`config.mk`:
```
export PLATFORM = sky130hd
export DESIGN_NAME = rip_lsu
export DESIGN_NICKNAME = d
export VERILOG_FILES = /design/src/rtl/rip_const.sv /design/src/rtl/rip_lsu_align.sv /design/src/rtl/rip_lsu.sv
export SDC_FILE = /design/constraint.sdc
export NUM_CORES = 1
export LEC_CHECK = 0
export ABC_AREA = 1
export BUFFER_PORTS_ARGS = -buffer_cell sky130_fd_sc_hd__buf_2
export CORE_MARGIN = 2
export CORE_UTILIZATION = 45
export DETAILED_ROUTE_END_ITERATION = 6
export PLACE_DENSITY = 0.76
export SLEW_MARGIN = 10
export SYNTH_ARGS = -nofsm -noshare
export SYNTH_HDL_FRONTEND = slang
export SYNTH_SLANG_ARGS = --single-unit
```
`constraint.sdc`:
```
create_clock -name clk -period 2.4 [get_ports clk]
set_clock_uncertainty 0.2 [all_clocks]
set_input_delay 0.12 -clock clk [delete_from_list [all_inputs] [get_ports clk]]
set_output_delay 0.12 -clock clk [all_outputs]
set_load 0.01 [all_outputs]
```
`src/rtl/rip_const.sv`:
```
// Shared constants for the rip_lsu load/store unit: access sizes, FSM states,
// byte-lane masks and the misalignment rule.
package rip_const;

  typedef enum logic [1:0] {
    SIZE_BYTE = 2'd0,
    SIZE_HALF = 2'd1,
    SIZE_WORD = 2'd2,
    SIZE_RSVD = 2'd3
  } mem_size_t;

  typedef enum logic [1:0] {
    IDLE = 2'd0,
    B0   = 2'd1,
    B1   = 2'd2,
    RSP  = 2'd3
  } lsu_state_t;

  localparam logic [3:0] SIZE_MASK_BYTE = 4'b0001;
  localparam logic [3:0] SIZE_MASK_HALF = 4'b0011;
  localparam logic [3:0] SIZE_MASK_WORD = 4'b1111;

  // An access is misaligned when it crosses a word boundary.
  function automatic logic is_misaligned(mem_size_t size, logic [1:0] off);
    return ((size == SIZE_WORD) && (off != 2'd0)) ||
           ((size == SIZE_HALF) && (off == 2'd3));
  endfunction

endpackage

```
`src/rtl/rip_lsu_align.sv`:
```
// Combinational lane steering for rip_lsu: store shift/strobe generation over a
// two-word window, and load shift plus sign/zero extension.
module rip_lsu_align
  import rip_const::*;
#(
  parameter int NUM_COL    = 4,
  parameter int COL_WIDTH  = 8,
  parameter int DATA_WIDTH = NUM_COL * COL_WIDTH
) (
  input  mem_size_t                 st_size,
  input  logic [1:0]                st_off,
  input  logic [DATA_WIDTH-1:0]     st_wdata,
  output logic [2*DATA_WIDTH-1:0]   st_data,
  output logic [2*NUM_COL-1:0]      st_strb,
  input  mem_size_t                 ld_size,
  input  logic                      ld_unsigned,
  input  logic [1:0]                ld_off,
  input  logic [DATA_WIDTH-1:0]     ld_beat0,
  input  logic [DATA_WIDTH-1:0]     ld_beat1,
  output logic [DATA_WIDTH-1:0]     ld_data
);

  logic [DATA_WIDTH-1:0] st_sized;
  logic [NUM_COL-1:0]    st_mask;
  logic [DATA_WIDTH-1:0] ld_low;
  logic                  ld_sign;

  always_comb begin
    st_sized = '0;
    st_mask  = '0;
    case (st_size)
      SIZE_BYTE: begin
        st_sized[COL_WIDTH-1:0] = st_wdata[COL_WIDTH-1:0];
        st_mask                 = NUM_COL'(SIZE_MASK_BYTE);
      end
      SIZE_HALF: begin
        st_sized[2*COL_WIDTH-1:0] = st_wdata[2*COL_WIDTH-1:0];
        st_mask                   = NUM_COL'(SIZE_MASK_HALF);
      end
      SIZE_WORD: begin
        st_sized = st_wdata;
        st_mask  = NUM_COL'(SIZE_MASK_WORD);
      end
      default: ;
    endcase
    st_data = {{DATA_WIDTH{1'b0}}, st_sized} << (st_off * COL_WIDTH);
    st_strb = {{NUM_COL{1'b0}}, st_mask} << st_off;
  end

  // Bytes shifted past the low word of the window belong to no result.
  always_comb begin
    ld_low  = DATA_WIDTH'({ld_beat1, ld_beat0} >> (ld_off * COL_WIDTH));
    ld_sign = 1'b0;
    ld_data = '0;
    case (ld_size)
      SIZE_BYTE: begin
        ld_sign = ld_low[COL_WIDTH-1] & ~ld_unsigned;
        ld_data = {{(DATA_WIDTH-COL_WIDTH){ld_sign}}, ld_low[COL_WIDTH-1:0]};
      end
      SIZE_HALF: begin
        ld_sign = ld_low[2*COL_WIDTH-1] & ~ld_unsigned;
        ld_data = {{(DATA_WIDTH-2*COL_WIDTH){ld_sign}}, ld_low[2*COL_WIDTH-1:0]};
      end
      SIZE_WORD: ld_data = ld_low;
      default:   ld_data = '0;
    endcase
  end

endmodule

```
`src/rtl/rip_lsu.sv`:
```
// Load/store unit driving the data-memory port. Define RIP_LSU_MISALIGNED_EN to
// split misaligned accesses into two beats; otherwise they return rsp_err.
module rip_lsu
  import rip_const::*;
#(
  parameter int ADDR_WIDTH = 20,
  parameter int NUM_COL    = 4,
  parameter int COL_WIDTH  = 8,
  parameter int DATA_WIDTH = NUM_COL * COL_WIDTH
) (
  input  logic                  clk,
  input  logic                  rstn,
  input  logic                  req_valid,
  output logic                  req_ready,
  input  logic                  req_we,
  input  logic [1:0]            req_size,
  input  logic                  req_unsigned,
  input  logic [31:0]           req_addr,
  input  logic [DATA_WIDTH-1:0] req_wdata,
  output logic                  rsp_valid,
  output logic [DATA_WIDTH-1:0] rsp_rdata,
  output logic                  rsp_err,
  output logic                  mem_en,
  output logic [NUM_COL-1:0]    mem_we,
  output logic [ADDR_WIDTH-1:0] mem_addr,
  output logic [DATA_WIDTH-1:0] mem_wdata,
  input  logic [DATA_WIDTH-1:0] mem_rdata
);

  lsu_state_t            state_q, state_d;
  logic                  we_q, we_d;
  mem_size_t             size_q, size_d;
  logic                  uns_q, uns_d;
  logic [1:0]            off_q, off_d;
  logic [DATA_WIDTH-1:0] wdata_q, wdata_d;
  logic                  mem_en_q, mem_en_d;
  logic [NUM_COL-1:0]    mem_we_q, mem_we_d;
  logic [ADDR_WIDTH-1:0] mem_addr_q, mem_addr_d;
  logic [DATA_WIDTH-1:0] mem_wdata_q, mem_wdata_d;
  logic                  rsp_valid_q, rsp_valid_d;
  logic                  rsp_err_q, rsp_err_d;
`ifdef RIP_LSU_MISALIGNED_EN
  logic [ADDR_WIDTH-1:0] waddr_q, waddr_d;
  logic [DATA_WIDTH-1:0] lo_q, lo_d;
  logic                  split;
`endif

  mem_size_t               req_size_e, st_size;
  logic [1:0]              st_off;
  logic [DATA_WIDTH-1:0]   st_wdata, ld_beat0, ld_beat1, ld_data;
  logic [2*DATA_WIDTH-1:0] st_data;
  logic [2*NUM_COL-1:0]    st_strb;
  logic                    accept, req_bad;

  assign req_size_e = mem_size_t'(req_size);
  assign req_ready  = ((state_q == IDLE) || (state_q == RSP)) && rstn;
  assign accept     = req_valid && req_ready;

  // Beat 0 lanes come from the live request; beat 1 lanes from the latched one.
  always_comb begin
    if (state_q == B0) begin
      st_size  = size_q;
      st_off   = off_q;
      st_wdata = wdata_q;
    end else begin
      st_size  = req_size_e;
      st_off   = req_addr[1:0];
      st_wdata = req_wdata;
    end
`ifdef RIP_LSU_MISALIGNED_EN
    split    = is_misaligned(size_q, off_q);
    req_bad  = (req_size_e == SIZE_RSVD);
    ld_beat0 = split ? lo_q : mem_rdata;
    ld_beat1 = split ? mem_rdata : '0;
`else
    req_bad  = (req_size_e == SIZE_RSVD) || is_misaligned(req_size_e, req_addr[1:0]);
    ld_beat0 = mem_rdata;
    ld_beat1 = '0;
`endif
  end

  rip_lsu_align #(
    .NUM_COL   (NUM_COL),
    .COL_WIDTH (COL_WIDTH),
    .DATA_WIDTH(DATA_WIDTH)
  ) u_align (
    .st_size    (st_size),
    .st_off     (st_off),
    .st_wdata   (st_wdata),
    .st_data    (st_data),
    .st_strb    (st_strb),
    .ld_size    (size_q),
    .ld_unsigned(uns_q),
    .ld_off     (off_q),
    .ld_beat0   (ld_beat0),
    .ld_beat1   (ld_beat1),
    .ld_data    (ld_data)
  );

  always_comb begin
    state_d     = state_q;
    we_d        = we_q;
    size_d      = size_q;
    uns_d       = uns_q;
    off_d       = off_q;
    wdata_d     = wdata_q;
    mem_en_d    = 1'b0;
    mem_we_d    = '0;
    mem_addr_d  = '0;
    mem_wdata_d = '0;
    rsp_valid_d = 1'b0;
    rsp_err_d   = 1'b0;
`ifdef RIP_LSU_MISALIGNED_EN
    waddr_d     = waddr_q;
    lo_d        = lo_q;
`endif
    case (state_q)
      IDLE, RSP: begin
        state_d = IDLE;
        if (accept) begin
          we_d    = req_we;
          size_d  = req_size_e;
          uns_d   = req_unsigned;
          off_d   = req_addr[1:0];
          wdata_d = req_wdata;
`ifdef RIP_LSU_MISALIGNED_EN
          waddr_d = req_addr[ADDR_WIDTH+1:2];
`endif
          if (req_bad) begin
            state_d     = RSP;
            rsp_valid_d = 1'b1;
            rsp_err_d   = 1'b1;
          end else begin
            state_d     = B0;
            mem_en_d    = 1'b1;
            mem_addr_d  = req_addr[ADDR_WIDTH+1:2];
            mem_we_d    = req_we ? st_strb[NUM_COL-1:0] : '0;
            mem_wdata_d = req_we ? st_data[DATA_WIDTH-1:0] : '0;
          end
        end
      end
      B0: begin
        state_d     = RSP;
        rsp_valid_d = 1'b1;
`ifdef RIP_LSU_MISALIGNED_EN
        if (split) begin
          state_d     = B1;
          rsp_valid_d = 1'b0;
          mem_en_d    = 1'b1;
          mem_addr_d  = waddr_q + ADDR_WIDTH'(1);
          mem_we_d    = we_q ? st_strb[2*NUM_COL-1:NUM_COL] : '0;
          mem_wdata_d = we_q ? st_data[2*DATA_WIDTH-1:DATA_WIDTH] : '0;
        end
`endif
      end
`ifdef RIP_LSU_MISALIGNED_EN
      B1: begin
        state_d     = RSP;
        rsp_valid_d = 1'b1;
        lo_d        = mem_rdata;
      end
`endif
      default: state_d = IDLE;
    endcase
  end

  always_ff @(posedge clk or negedge rstn) begin
    if (!rstn) begin
      state_q     <= IDLE;
      we_q        <= 1'b0;
      size_q      <= SIZE_BYTE;
      uns_q       <= 1'b0;
      off_q       <= '0;
      wdata_q     <= '0;
      mem_en_q    <= 1'b0;
      mem_we_q    <= '0;
      mem_addr_q  <= '0;
      mem_wdata_q <= '0;
      rsp_valid_q <= 1'b0;
      rsp_err_q   <= 1'b0;
`ifdef RIP_LSU_MISALIGNED_EN
      waddr_q     <= '0;
      lo_q        <= '0;
`endif
    end else begin
      state_q     <= state_d;
      we_q        <= we_d;
      size_q      <= size_d;
      uns_q       <= uns_d;
      off_q       <= off_d;
      wdata_q     <= wdata_d;
      mem_en_q    <= mem_en_d;
      mem_we_q    <= mem_we_d;
      mem_addr_q  <= mem_addr_d;
      mem_wdata_q <= mem_wdata_d;
      rsp_valid_q <= rsp_valid_d;
      rsp_err_q   <= rsp_err_d;
`ifdef RIP_LSU_MISALIGNED_EN
      waddr_q     <= waddr_d;
      lo_q        <= lo_d;
`endif
    end
  end

  assign mem_en    = mem_en_q;
  assign mem_we    = mem_we_q;
  assign mem_addr  = mem_addr_q;
  assign mem_wdata = mem_wdata_q;
  assign rsp_valid = rsp_valid_q;
  assign rsp_err   = rsp_err_q;
  assign rsp_rdata = ((state_q == RSP) && !we_q && !rsp_err_q) ? ld_data : '0;

endmodule

```
==> qor.csv, run 1 <==
metric,value,unit
multi_input_area,2580,um^2
die_area,13400,um^2
internal-power,4.14,mW
ys_async_sr_fraction,1.00,
drt_iter0_drc,601,
finalMaxSlewViolations,0,
synth-edff-count,0,
grt_pass1_wl,26300,um
finalSetupViolCount,0,
clkPwrFrac,0.192,
p_per_area,987,nW/um^2
synth_cell_types,28,
slowest_stage,dfrtp_1,
grt_pass1_vias,5475,
cts_buffers,9,
grt-ovfl-total,0,
finalHoldViolCount,0,
routed_wl,16900,um
leakagePower,4.50,nW
drive_gt1_frac,0.237,
period_share,0.966,
synthTopCellsByCount,"nand2_1, nand3_1, dfrtp_1, nor2_1, inv_1",
die_y,116,um
synthTopCellsByArea,"dfrtp_1, nand2_1, nand3_1",
final_cell_count_no_fill,1217,
worst_slew_pin_slew,613,ps
fill_cells,1086,
yosys_register_bits,98,
die_w,116,um
finalPower,7.49,mW
crit_path_max_incr_delay,440,ps
drt-wirelength-per-cell,13.9,um
clk_latency,340,ps
worstSetupEndpointType,primary output,
netlist_area,5630,um^2
maxCapViolations,0,
ir_drop,0.458,mV
rows,40,
clock_path_buffers,2,
yosys_warnings,0,
ys_seq_area_frac,0.435,
switching_share,0.447,
drt-vias-per-instance,4.92,
status,finished clean,
io_pins,195,
p_switching,3.35,mW
fmax,0.431,GHz
io_buffers,184,
min_period,2320,ps
syn_to_final_growth,34.6,%
clockRootBuffer,clkbuf_16,
ys.flop_type,dfrtp_1,
route.vias.total,5988,
h-tree-depth,3,
comb_power_share,0.507,
gp_congestion,0.940,
postRouteAntennaNets,0,
critPathKind,reg -> out,
cp-start-kind,flop,
critical_path_arrival,2000,ps
hp-class,in -> reg,
layout.nets,1152,
netlist.area_leader.share,0.435,
worst-endpoint-required,2080,ps
design.core.area,12100,um^2
synth_area_leader_cell,dfrtp_1,
grt.total_usage,0.250,
clkTransAtPathRegs,70,ps
path_cells,"inv_2, nand2_2, nor2_1, nand3_4, nand3_1, nand2_1, inv_1, buf_2",
syn_inst,815,
dp.final_hpwl,11400,um
start_util,0.465,
cts_tree,built,
cp_max_fo,24,
grt_max_degree,99,
cts_sinks,98,
relSlewSlack,0.590,
drcViolationCount,0,
sequentialPowerShare,0.300,
synth.most_common_cell,nand2_1,
avgSynthCellArea,6.91,um^2
synth_nets,923,
dp.cells,1139,
dr.pass1.iters,5,
rsz0062_at_grt,true,
regArea,2450,um^2
antennaDiodeCount,0,
antenna_found_initial,0,
==> registers in the layout, indices dropped and copies added (netlist names) <==
register and count:
rsp_valid 1, size_q 2, state_q 1, mem_en 1
mem_addr 20, wdata_q 32, uns_q 1, mem_we 4
rsp_err 1, mem_wdata 32, we_q 1, off_q 2
==> critical path, delay by kind of cell, from the launching register on <==
family | cells | cell delay, ps
DFF | 1 | 440
and+or+nand+nor | 5 | 900
buffers and inverters | 3 | 320
==> layer usage <==
layer  GRT usage  up-vias  share of wire
met5           0        -              0
met4      0.0619        0          0.014
met3      0.0601       20          0.083
met2       0.394      289           0.46
met1       0.351     2697           0.44
li1            -     2982              -
==> placed cells by master (no fill, tap or decap), drive strengths merged <==
master and count:
a21oi 21, buf 206, bufinv 1, clkbuf 10
clkinv 3, clkinvlp 2, dfrtp 98, dlygate4sd3 60
ha 5, inv 85, nand2 323, nand3 110
nand4 9, nor2 80, nor3 2, o21ai 33
or2 1
==> logic make-up (layout without fill, tap and decap cells) <==
group,count (synthesis),count (layout),synth area share
adders and majority gates,5,5,0.0111
DFF,98,98,0.435
and+or+nand+nor,524,525,0.394
buffers and inverters,134,367,0.111
AOI/OAI and AO/OA,54,54,0.0480
==> path summary, 6_finish.rpt <==
| check | end | cells after the start | slack, ps | startpoint |
|---|---|---|---|---|
| setup reg to reg | mem_wdata[30] | 11 | 140 | rsp_valid |
| max in group asynchronous | off_q[1] | 3 | 1360 | rstn |
| setup / recovery | rsp_rdata[27] | 8 | 80 | size_q[1] |
| min in group asynchronous | mem_wdata[0] | 3 | 220 | rstn |
| hold / removal | mem_wdata[24] | 7 | 80 | req_valid |
| hold reg to reg | wdata_q[31] | 2 | 280 | wdata_q[31] |
==> timing repair <==
item	4_1_cts	5_1_grt
endpoints found under the hold margin	157	0
pin swaps	0	1
hold buffers	60	0
gates resized for setup	2	5
gates cloned	0	1
endpoints found under the setup margin	24	24
setup buffers	0	1
==> cell type report <==
cell class,instances,area share
Sequential cell,98,0.324
Inverter,85,0.0429
Clock inverter,6,0.00858
Clock buffer,10,0.0302
Tap cell,168,0.0277
Timing Repair Buffer,266,0.227
Multi-Input combinational cell,584,0.341
==> power by group through the flow <==
stage	clock [mW]	sequential, mW	combinational (mW)
6_report	1.44	2.25	3.80
5_1_grt	1.54	2.29	4.25
2_1_floorplan	0	2.24	2.77
4_1_cts	1.46	2.24	3.67
3_5_place_dp	0	2.26	3.56
3_3_place_gp	0	2.25	3.53
==> stage by stage <==
| step | utilization | worst slack, ps | cell area, um^2 | setup TNS [ps] | hold slack [ps] |
|---|---|---|---|---|---|
| 2_1_floorplan | - | 31.7 | 5640 | 0 | -376 |
| 3_3_place_gp | 0.549 | 198 | 6640 | 0 | 63.4 |
| 3_5_place_dp | 0.549 | 146 | 6640 | 0 | 66.1 |
| 4_1_cts | 0.623 | 53.7 | 7550 | 0 | 78.4 |
| 5_1_grt | 0.626 | -17.7 | 7580 | -17.7 | 158 |
| 6_report | 0.626 | 81.3 | 7580 | 0 | 84.3 |
(Power assumes the default switching activity.)
==> run 2: changes to the inputs <==
--- a/config.mk
+++ b/config.mk
@@ -5,12 +5,11 @@
 export SDC_FILE = /design/constraint.sdc
 export NUM_CORES = 1
 export LEC_CHECK = 0
-export ABC_AREA = 1
 export BUFFER_PORTS_ARGS = -buffer_cell sky130_fd_sc_hd__buf_2
 export CORE_MARGIN = 2
-export CORE_UTILIZATION = 45
+export CORE_UTILIZATION = 40
 export DETAILED_ROUTE_END_ITERATION = 6
-export PLACE_DENSITY = 0.76
+export PLACE_DENSITY = 0.7
 export SLEW_MARGIN = 10
 export SYNTH_ARGS = -nofsm -noshare
 export SYNTH_HDL_FRONTEND = slang
==> run 2 against run 1 <==
- global-route usage decreased by 1.3 points
- combinational power down 14%
- sequential share of layout area grew 0.84 points
- core utilization shrank 4.3 points
- critical path depth down 3
- non-clock buffer count grew 8
- critical endpoint is now rsp_rdata[13]
- highest routed layer unchanged
- synthesized cell count is 28% lower
==> qor.csv, run 2 <==
metric,value,unit
ys.flop_type,dfrtp_1,
synth_nets,696,
synth-edff-count,0,
finalMaxSlewViolations,0,
finalHoldViolCount,0,
h-tree-depth,3,
leakagePower,3.80,nW
status,finished clean,
die_area,14000,um^2
crit_path_max_incr_delay,500,ps
synthTopCellsByCount,"nand2_1, dfrtp_1, a21oi_1, nor2_1, clkbuf_1",
finalPower,6.94,mW
synthTopCellsByArea,"dfrtp_1, nand2_1, mux2i_1",
ys_seq_area_frac,0.470,
path_cells,"mux2i_1, mux2_2, or4_4, a21oi_1, buf_2",
finish.utilization,0.583,
cp_max_fo,8,
reg2regPathDepth,9,
drive_gt1_frac,0.335,
cts_sinks,98,
critPathKind,reg -> out,
min_period,2390,ps
avgSynthCellArea,8.87,um^2
dr.pass1.iters,4,
finalSetupViolCount,0,
antennaDiodeCount,0,
synth.most_common_cell,nand2_1,
period_share,0.996,
syn_inst,588,
p_per_area,938,nW/um^2
grt.total_usage,0.237,
dp.final_hpwl,11300,um
worst-path-stages,5,
critical_path.top_delay_family,simple AND/OR/NAND/NOR gates,
clk_latency,350,ps
path_buf_inv,1,
syn_to_final_growth,41.8,%
layout.nets,932,
worst-endpoint-required,2080,ps
cts_tree,built,
fmax,0.418,GHz
io_pins,195,
drt-vias-per-instance,5.14,
routed_wl,16400,um
antenna_found_initial,0,
relSlewSlack,0.555,
drt_iter0_drc,264,
min_from,req_addr[1],
yosys_register_bits,98,
ir_drop,0.482,mV
postRouteAntennaNets,0,
clock_path_buffers,2,
die_y,118,um
final_common_cell,buf_2,
start_util,0.411,
maxCapViolations,0,
placed_area,6470,um^2
critical_path_arrival,2070,ps
whs_path_depth,4,
synth_area_leader_cell,dfrtp_1,
io_buffers,184,
rsz0062_at_grt,true,
synth_cell_types,37,
finalInstanceArea,7390,um^2
final_cell_mix,"buf_2, nand2_1, dfrtp_1",
grt_pass1_wl,26400,um
grt-ovfl-total,0,
slowest_stage,or4_4,
setup_tns,0,ps
netlist_area,5210,um^2
cts_buffers,9,
netlist.area_leader.share,0.470,
worst_slew_pin_slew,667,ps
gp_congestion,0.916,
whs,10.2,ps
die_w,118,um
worstSetupEndpointType,primary output,
ys_async_sr_fraction,1.00,
clockRootBuffer,clkbuf_16,
cp-start-kind,flop,
design.core.area,12700,um^2
crit_start,off_q[1],
clkTransAtPathRegs,60,ps
worst_r2r_startpoint,rsp_valid,
drcViolationCount,0,
rows,41,
hp-class,in -> reg,
grt_max_degree,52,
yosys_warnings,0,
post_cts_buffers,0,
drt-wirelength-per-cell,16.4,um
route.vias.total,5143,
grt_pass1_vias,5288,
## run 2: changes by cell type after synthesis, sizes merged, moves of 20 or more
cell   change
inv       -79
nand2    -184
a21oi     +31
nor2      -45
mux2i     +28
nand3    -100
mux2      +20
and3      +21
nor3      +30
## run 2: cell families after synthesis
kind of cell,after synthesis,synth area share
and+or+nand+nor,274,0.248
AOI/OAI and AO/OA,108,0.127
DFF,98,0.470
buffers and inverters,54,0.0439
muxes,48,0.0970
adders and majority gates,5,0.0120
xor gates and xnor gates,1,0.00168
## run 2: final timing paths
check | end | slack, ps
max | rsp_rdata[13] | 10
max reg2reg | mem_wdata[16] | 110
min | off_q[1] | 10
max in group asynchronous | off_q[1] | 620
min in group asynchronous | state_q[0] | 270
min reg2reg | wdata_q[28] | 270
## run 2: layout make-up
type | instances | area (um^2)
inverter | 5 | 18.8
tap | 172 | 215
sequential | 98 | 2450
fill | 1156 | 5280
clock inverter | 4 | 51.3
timing repair buffer | 274 | 1800
multi-input combinational | 436 | 2620
clock buffer | 11 | 233
## run 2: tightest hold or removal path, delay by kind of cell
family | cells | cell delay, ps
buffers and inverters | 2 | 300
and+or+nand+nor | 2 | 110
## run 2: what timing repair did
action	4_1_cts	5_1_grt
pin swaps	0	1
hold endpoints to repair	114	0
gates cloned	0	0
hold buffers	58	0
endpoints found under the setup margin	16	54
resized for setup	3	10
## run 2: per-layer routing
| layer | up-vias | track usage | share of wire |
|---|---|---|---|
| met2 | 170 | 0.402 | 0.50 |
| met1 | 2463 | 0.298 | 0.42 |
| met5 | - | 0 | 0 |
| li1 | 2480 | - | - |
| met4 | 0 | 0.106 | 0.026 |
| met3 | 30 | 0.0381 | 0.051 |
## run 2: where the power goes
group	internal [mW]	switching [mW]
Clock	0.805	0.628
Sequential	2.01	0.214
Combinational	1.39	1.89
## run 2: stage by stage
stage               instances  setup slack, ps
floorplan                 588             -217
global placement          927             11.6
detailed placement        927            -55.0
CTS                      1000            -11.5
global route             1000            -50.6
finish                   1000             9.71
